[config.mk]
export PLATFORM = sky130hd
export DESIGN_NAME = fifo_pkt_writer
export DESIGN_NICKNAME = d
export VERILOG_FILES = /design/src/rtl/fifo_pkt_writer.sv
export SDC_FILE = /design/constraint.sdc
export NUM_CORES = 1
export LEC_CHECK = 0
export CAP_MARGIN = 20
export CORE_MARGIN = 5
export CORE_UTILIZATION = 56
export DETAILED_ROUTE_END_ITERATION = 10
export MAX_ROUTING_LAYER = met4
export PLACE_DENSITY = 0.93
export SETUP_SLACK_MARGIN = 0.3
export SKIP_CTS_REPAIR_TIMING = 1
export SYNTH_ARGS = -nofsm -noshare
export SYNTH_HDL_FRONTEND = slang
export SYNTH_SLANG_ARGS = --single-unit
export TNS_END_PERCENT = 5
[constraint.sdc]
create_clock -name write_clk -period 3 [get_ports write_clk]
set_clock_uncertainty 0.1 [all_clocks]
set_input_delay 0.45 -clock write_clk [delete_from_list [all_inputs] [get_ports write_clk]]
set_output_delay 0.45 -clock write_clk [all_outputs]
set_load 0.005 [all_outputs]
[src/rtl/fifo_pkt_writer.sv]
// Stream-to-FIFO packet writer: forwards payload beats, then appends a
// modulo checksum byte and a beat-count byte to every packet.
module fifo_pkt_writer #(
   parameter int unsigned DATA_WIDTH = 8,
   parameter int unsigned CNT_WIDTH  = 16
) (
   input  logic                  write_clk,
   input  logic                  rst_n,
   input  logic                  in_valid,
   output logic                  in_ready,
   input  logic [DATA_WIDTH-1:0] in_data,
   input  logic                  in_last,
   input  logic                  fifo_full,
   output logic                  write_en,
   output logic [DATA_WIDTH-1:0] write_data,
   output logic                  busy,
   output logic [CNT_WIDTH-1:0]  pkt_count
);

   typedef enum logic [1:0] {
      ST_DATA = 2'd0,
      ST_CSUM = 2'd1,
      ST_LEN  = 2'd2
   } state_t;

   state_t                state;
   logic                  out_valid;
   logic [DATA_WIDTH-1:0] out_data;
   logic [DATA_WIDTH-1:0] sum;
   logic [DATA_WIDTH-1:0] len;
   logic                  load_slot;

   // The output register may take a new item when empty or draining this cycle.
   assign write_en   = out_valid & ~fifo_full;
   assign load_slot  = ~out_valid | write_en;
   assign write_data = out_data;
   // Gated by rst_n so in_ready drops the instant reset asserts.
   assign in_ready   = rst_n & load_slot & (state == ST_DATA);
   assign busy       = (state != ST_DATA) | out_valid;

   always_ff @(posedge write_clk or negedge rst_n) begin
      if (!rst_n) begin
         state     <= ST_DATA;
         out_valid <= 1'b0;
         out_data  <= '0;
         sum       <= '0;
         len       <= '0;
         pkt_count <= '0;
      end else if (load_slot) begin
         unique case (state)
            ST_DATA: begin
               if (in_valid) begin
                  out_valid <= 1'b1;
                  out_data  <= in_data;
                  sum       <= sum + in_data;
                  len       <= len + DATA_WIDTH'(1);
                  if (in_last) state <= ST_CSUM;
               end else begin
                  out_valid <= 1'b0;
               end
            end
            ST_CSUM: begin
               out_valid <= 1'b1;
               out_data  <= sum;
               state     <= ST_LEN;
            end
            ST_LEN: begin
               out_valid <= 1'b1;
               out_data  <= len;
               sum       <= '0;
               len       <= '0;
               pkt_count <= pkt_count + CNT_WIDTH'(1);
               state     <= ST_DATA;
            end
            default: begin
               out_valid <= 1'b0;
               state     <= ST_DATA;
            end
         endcase
      end
   end

endmodule

## Word-level counts from Yosys, hierarchy flattened

Cells that the tools add are included.

| word-level totals | value |
|---|---|
| output and inout port bits | 27 |
| input port bits | 13 |
| word-level logic and storage cells | 40 |
| register bits after elaboration | 43 |

| operators by class | value |
|---|---|
| $add $sub $neg | 3 |
| eq/ne operators | 4 |
| reduce and logical (&&, ||, !) cells | 9 |
| muxes and demuxes | 11 |
| bitwise operators | 7 |

Operator list:

| kind | count |
|---|---|
| $pmux W8 S2 | 2 |
| $mux W8 | 3 |
| $pmux W8 S3 | 1 |
| $add A16 B1 Y16 const B | 1 |
| $reduce_and A3 Y1 | 3 |
| $add A8 B1 Y8 const B | 1 |
| $add A8 B8 Y8 | 1 |
| $mux W2 | 2 |
| $ne A2 B2 Y1 const B | 2 |
| $pmux W2 S2 | 1 |
| $reduce_bool A2 Y1 | 2 |
| $and A1 B1 Y1 | 3 |
| $reduce_bool A3 Y1 | 1 |
| $eq A2 B1 Y1 const B | 1 |
| $eq A2 B2 Y1 const B | 1 |
| $logic_not A2 Y1 | 1 |
| $not A1 Y1 | 2 |
| $or A1 B1 Y1 | 2 |
| $pmux W1 S2 | 1 |
| $reduce_and A2 Y1 | 1 |
| $reduce_or A2 Y1 | 1 |
| $mux W1 | 1 |

## Depth between registers and ports, before layout

Gate-level depths: netlist of run 1.

| logic depth | value |
|---|---|
| depth after elaboration | 5 |
| gate-level depth with buffers | 8 |
| mapped depth without buffers | 7 |

## Worst setup path before layout of run 1

Ideal clock, no wire load.

| timing path | value |
|---|---|
| path type | input to register |
| start point | input in_data[0] |
| end point | register sum[6] |
| data required time | 2,779 ps |
| setup time | 121 ps |
| arrival time | 1,860 ps |
| slack | 919 ps |
| stages on the path | 7 |
| buffers on the path | 0 |
| cells stage by stage | ha_1 fa_1 a211oi_1 o21bai_1 a21oi_1 xnor2_1 a22o_1 |

| on the way | value |
|---|---|
| word-level cells in the longest chain between the ends | 3 |

Ends and longest elaborated chain:

| item | line | RTL |
|---|---|---|
| from (decl) | 11 | `input logic [DATA_WIDTH-1:0] in_data,` |
| $add A8 B8 Y8 | 55 | `sum <= sum + in_data;` |
| $mux W8 | 52 | `if (in_valid) begin` |
| $pmux W8 S2 | 50 | `unique case (state)` |
| to (signal assigned) | 55 |  |
| to (decl) | 29 | `logic [DATA_WIDTH-1:0] sum;` |

Every way passes these cells. The select of a mux whose other input is x is not followed.
A chain may end at the register's enable or synchronous reset.

## Final worst setup path of run 1

Same ends and word-level chain as after synthesis.

==> results.md, run 1 <==
* Clock buffer depth at 2
* Startpoint types: input pin
* Area growth syn-to-layout at 21.4%
* Adder-cell area share of the yosys netlist at 8.81%
* Count of buffer and inverter cells on the critical path at 1
* Max_cap viols at 0
* Antenna violations before repair at 0
* Relative slew slack at slightly above 60%
* Synth area leader: dfrtp_1
* Maximum VDD drop at between 400 and 500 µV
* Synth top area share at 45.6%
* Leakage at 1.29 nW
* Final nets at 305
* Worst Path Required at roughly 3.1 ns
* CP max stage cell: fa_1
* Post-detail-place hpwl at 3890 µm
* Max FO, Critical Path at 3
* Die ar. at roughly 5600 µm²
* Net Count, Synth at ~270
* Root buf cell: clkbuf_8
* CP Capture Type: flop
* Grt ovf at 0
* Synth Area in Simple Gates at about 18%
* Crit-path cells: clkdlybuf4s50_1, ha_1, fa_1, a211oi_1, o21bai_1, a21oi_1, xnor2_1, a22o_1
* Most frequent cells after synthesis: 43 x dfrtp_1, 36 x nand2_1, 19 x o21ai_0
* CTS tree: built
* Largest family of logic cells by synthesized area: simple AND/OR/NAND/NOR gates
* All-Layer GR Usage at 22.1%
* ANT cells at 0
* Biggest cell delay along the critical path at roughly 0.45 ns
* Final Hold Fails at 0
* Total number of vias at around 1900
* WS Path Type: input pin to flop
* Worst skew pair latency at approximately 0.30 ns
* Die Width at ~75 µm
* Finished Layout Cells at 326
* Mapped Cells at 237
* Post-synth EDFFs at 0
* Sequential share of the synthesized area at 45.6%
* Synth top area cells: dfrtp_1 46%, ha_1 8.0%, xnor2_1 6.7%
* DRT antenna net count at 0
* Synth Flop Type: dfrtp_1
* Clock transition at path regs at 0.08 ns
* Share of cells above drive strength 1 at under 10%
* Status: complete, no violations
* RePlAce Congestion at 0.824
* FP Rows at 23
* Yosys warns at 0
* Core Area at 4030 µm²
* H-Tree Depth at 2
* Clk sink count at 43
* Wire length per cell at 16.7 µm
* Most common cell in the synthesized netlist: dfrtp_1
* # port buffers at 39
* Inserted Clock Buffers at 5
* Final Cycle Share at 82.9%
* Fin area at 2860 µm²
* DRC viols at 0
* F_max at between 0.4 and 0.5 GHz
* XOR/XNOR Fraction of Synth Area at a little under a tenth
* First-pass GRT wire length at roughly 9100 µm
* Fraction of registers with async set/reset at 100%
* Max Slew Vio Count at 0
* Chip height at about 75 µm
* Final wirelength at around 5400 µm
* Synthesized area at approximately 2400 µm²
* I/O pins at 40
* Fillcell total at 281
* Cell family with most CP delay: compound AO/OA/AOI/OAI gates
* Synth Area per Inst at 9.95 µm²
* Iter 0 DRT Violations at 177
* DP Cell Count at between 300 and 400
* Starting Density at 58.5%
* Vias per cell at 5.94
* Min-delay worst type: input pin to async pin
* Compound-cell area share of the yosys netlist at 14.6%
* Final setup fails at 0
* Vias in the first global route at around 1900
* RSZ-0062 raised after global routing: false
* Tmin final at ~2.5 ns
* Final TNS setup at 0 ns
* Dpl cell area at 2780 µm²
* PD cells at 887 nW/µm²
* CP Data Arrival Time at 2.57 ns
* Drt pass-1 iters at 4
* Yosys reg bits at 43
* Mux contribution to synthesized area at 1.80%
* Largest net degree at the start of global routing at 44
* Worst-Margin Slew at 0.565 ns
* Yosys cell types at 39
## logic make-up after synthesis
group           Yosys count
mux                       4
simple gates             83
xor+xnor                 25
flops                    43
fa+ha+maj                16
buf+inv                  12
compound gates           54
## worst reg2reg max path, cell delays in order (launching register included)
cell and delay [ns]:
dfrtp_1 0.42, inv_1 0.14, ha_1 0.42, mux2i_1 0.20
or2_4 0.37, nor3_1 0.31, xnor2_1 0.16, nor2_1 0.05
## metal layers
layer / routed length [µm] / share of wire, % / vias to the layer above / GRT usage, %
li1: - / - / 909 / -
met1: 2240 / 41 / 946 / 26.1
met2: 2740 / 50 / 68 / 35.8
met3: 294 / 5.4 / 13 / 4.14
met4: 155 / 2.9 / 0 / 11.5
met5: 0 / 0 / - / -
## cells in the final DEF (no fill, tap or decap), types with 4 or more instances in the layout
cell type,synthesis,final
a21oi_1,6,6
a22oi_1,8,8
and3_1,8,8
clkbuf_8,0,6
clkdlybuf4s50_1,0,38
dfrtp_1,43,43
ha_1,15,15
nand2_1,36,36
nand2b_1,4,4
nand3_1,7,7
nand4_1,5,5
nor2_1,9,9
o21ai_0,19,19
o21ai_1,7,7
xnor2_1,18,18
xor2_1,7,7
## cell type report
| class | instances | area [µm²] | area share [%] |
|---|---|---|---|
| Inverter | 3 | 11.3 | 0.393 |
| Clock inverter | 1 | 5.00 | 0.175 |
| Sequential cell | 43 | 1080 | 37.6 |
| Multi-Input combinational cell | 182 | 1230 | 42.8 |
| Timing Repair Buffer | 41 | 400 | 14.0 |
| Clock buffer | 6 | 82.6 | 2.88 |
| Tap cell | 50 | 62.6 | 2.18 |
## state kept, by name, indices dropped and copies added, names as in the netlist
register and count:
sum 8, write_data 8, state 2, pkt_count 16, out_valid 1, len 8
## report_power, final
group	switching, mW	internal [mW]
Combinational	0.667	0.584
Clock	0.185	0.181
Sequential	0.161	0.762
## final timing paths
check / startpoint / to / slack, ns / cells after the start
worst max register to register: state[0]$_DFFE_PN0P_ / len[5]$_DFFE_PN0P_ / 0.70 / 7
max in group asynchronous: rst_n / pkt_count[12]$_DFFE_PN0P_ / 2.27 / 2
min in group write_clk: write_data[7]$_DFFE_PN0P_ / write_data[7]$_DFFE_PN0P_ / 0.38 / 2
worst min register to register: write_data[7]$_DFFE_PN0P_ / write_data[7]$_DFFE_PN0P_ / 0.38 / 2
worst max-delay path: in_data[0] / sum[6]$_DFFE_PN0P_ / 0.51 / 8
worst min-delay path: rst_n / len[2]$_DFFE_PN0P_ / 0.16 / 2
## per-stage QoR
step | total power, mW | hold slack, ns | setup WS [ns] | util (%)
5_1_grt | 2.74 | 0.204 | 0.470 | 71.1
3_5_place_dp | 2.16 | 0.372 | 0.237 | 68.9
6_report | 2.54 | 0.164 | 0.512 | 71.1
2_1_floorplan | 1.74 | 0.0544 | 0.919 | -
3_3_place_gp | 2.09 | 0.360 | 0.413 | 68.9
4_1_cts | 2.54 | 0.176 | 0.544 | 71.1
Power figures use the tool's default switching activity.
==> inputs of run 2 (changes only) <==
CORE_UTILIZATION = 53   (was 56)
PLACE_DENSITY = 0.89   (was 0.93)
clock period = 2.6 ns   (was 3 ns; I/O delays follow)
==> run 2 against run 1 <==
Against the previous run:
- register-to-register slack got worse by 0.25 ns
- die area increased by 4.9%
- first-iteration DRC count decreased by 28%
- global-route usage decreased by 3.6 points
- worst setup slack got worse by 0.19 ns
==> results.md, run 2 (synthesis results as in run 1) <==
* Leakage at roughly 1.3 nW
* First-pass GRT wire length at ~8600 µm
* ANT cells at 0
* Vias per cell at 5.50
* CTS tree: built
* Logic gate share of total power at 49.4%
* # port buffers at 39
* Share of cells above drive strength 1 at 7.17%
* Clock buffer depth at 2
* CP max stage cell: clkdlybuf4s50_1
* Most common cell after layout, fill and taps aside: dfrtp_1
* Clk sink count at between 40 and 50
* Grt ovf at 0
* Final setup fails at 0
* Worst setup endpoint: sum[6]$_DFFE_PN0P_
* Total number of vias at roughly 1800
* Count of buffer and inverter cells on the critical path at 1
* Post-detail-place hpwl at roughly 3600 µm
* CP Data Arrival Time at approximately 2.4 ns
* Power Internal at 1.85 mW
* Cell family with most CP delay: compound AO/OA/AOI/OAI gates
* DRT antenna net count at 0
* Final Hold Fails at 0
* Clock power frac at 15.3%
* Die ar. at 5880 µm²
* Drt pass-1 iters at 4
* Worst-Margin Slew at 0.527 ns
* Relative slew slack at 64.9%
* Iter 0 DRT Violations at around 130
* Root buf cell: clkbuf_8
* Tmin final at 2.27 ns
* Commonest cells after routing, fill and taps aside: 43 x dfrtp_1, 38 x clkdlybuf4s50_1, 36 x nand2_1
* FP Rows at 24
* R2R Path Start: sum[0]$_DFFE_PN0P_
* Worst skew pair latency at 0.29 ns
* Final TNS setup at 0 ns
* Max Slew Vio Count at 0
* Switching share of total power at 38.9%
* PD cells at 1040 nW/µm²
* Final Cycle Share at 87.4%
* Register-to-Register Setup Slack at around 0.45 ns
* Max_cap viols at 0
* Crit path from: in_data[0]
* Starting Density at 54.5%
* Worst Path Required at around 2.7 ns
* Clock transition at path regs at roughly 0.080 ns
* Biggest cell delay along the critical path at 0.42 ns
* NetSw at 1.18 mW
* R2r endpoint: sum[6]$_DFFE_PN0P_
* Inserted Clock Buffers at 5
* Flip-flop count of the largest register after layout at 16
* DRC viols at 0
* Chip height at approximately 77 µm
* WS Path Type: input pin to flop
* Final nets at 307
* H-Tree Depth at 2
* Largest net degree at the start of global routing at between 40 and 50
* Final Util at roughly 67%
* CP Capture Type: flop
* Vias in the first global route at 1816
* Startpoint types: input pin
* Core Area at 4320 µm²
* I/O pins at 40
* Largest reg by FF count: pkt_count
* F_max at 0.440 GHz
* Status: complete, no violations
* Wire length per cell at 15.2 µm
* Area growth syn-to-layout at 23.6%
* Number of cells on the worst reg-to-reg path at 7
* Worst path depth at 8
* Antenna violations before repair at 0
* Max FO, Critical Path at 3
* Maximum VDD drop at 435 µV
* All-Layer GR Usage at a little under a fifth
* Die Width at 76.7 µm
* Crit-path cells: clkdlybuf4s50_1, ha_1, fa_1, a211oi_1, o21bai_1, a21oi_1, xnor2_1, a22o_1
* RePlAce Congestion at 0.884
* Min-delay worst type: input pin to async pin
* Final wirelength at between 5000 and 6000 µm
* Flop pwr share at around a third
* RSZ-0062 raised after global routing: true
-- run 2: cell types whose count changed in the layout (fill, tap and decap cells not counted) --
cell and change:
a211oi_1 -1, a211oi_2 +1, buf_4 +2, clkbuf_1 +1, clkbuf_8 +1, clkinv_2 -1, ha_1 -1, ha_4 +1
o21ai_1 -1, o21ai_2 +1
-- run 2: metrics by stage --
step	area (µm²)	hold slack [ns]	power, mW	instances	worst slack, ns
floorplan	2360	-0.00559	2.01	237	0.579
global placement	2790	0.359	2.44	323	0.102
detailed placement	2790	0.371	2.50	323	0.0628
CTS	2890	0.102	2.97	331	0.269
global route	2920	0.149	3.29	331	0.261
finish	2920	0.0773	3.02	331	0.327
-- run 2: worst min-delay path by stage --
stage,startpoint,endpoint,slack [ns],depth (start not counted)
after floorplan,rst_n,len[0]$_DFFE_PN0P_,-0.006,0
after global placement,pkt_count[15]$_DFFE_PN0P_,pkt_count[15]$_DFFE_PN0P_,0.36,1
after detailed placement,write_data[4]$_DFFE_PN0P_,write_data[4]$_DFFE_PN0P_,0.37,2
after CTS,rst_n,pkt_count[8]$_DFFE_PN0P_,0.10,2
after global routing,rst_n,pkt_count[10]$_DFFE_PN0P_,0.15,2
final,rst_n,pkt_count[10]$_DFFE_PN0P_,0.08,2
-- run 2: cell type report --
class                      count  area, µm²
timing repair buffer          43        415
clock buffer                   8        100
inverter                       3       11.3
multi-input combinational    182       1250
tap                           52       65.1
fill                         336       1410
sequential                    43       1080
-- run 2: routing by layer --
metal / track usage, % / up-vias / routed length, µm
met4: 8.57 / 0 / 72
met5: - / - / 0
met2: 29.9 / 43 / 2470
met3: 2.58 / 7 / 234
met1: 22.9 / 861 / 2240
li1: - / 911 / -
-- run 2: power by group through the flow --
stage          clock (mW)  combinational (mW)  sequential, mW
2_1_floorplan           0               0.963            1.04
3_3_place_gp            0                1.38            1.06
3_5_place_dp            0                1.43            1.07
4_1_cts             0.470                1.44            1.06
5_1_grt             0.503                1.69            1.09
6_report            0.464                1.49            1.06
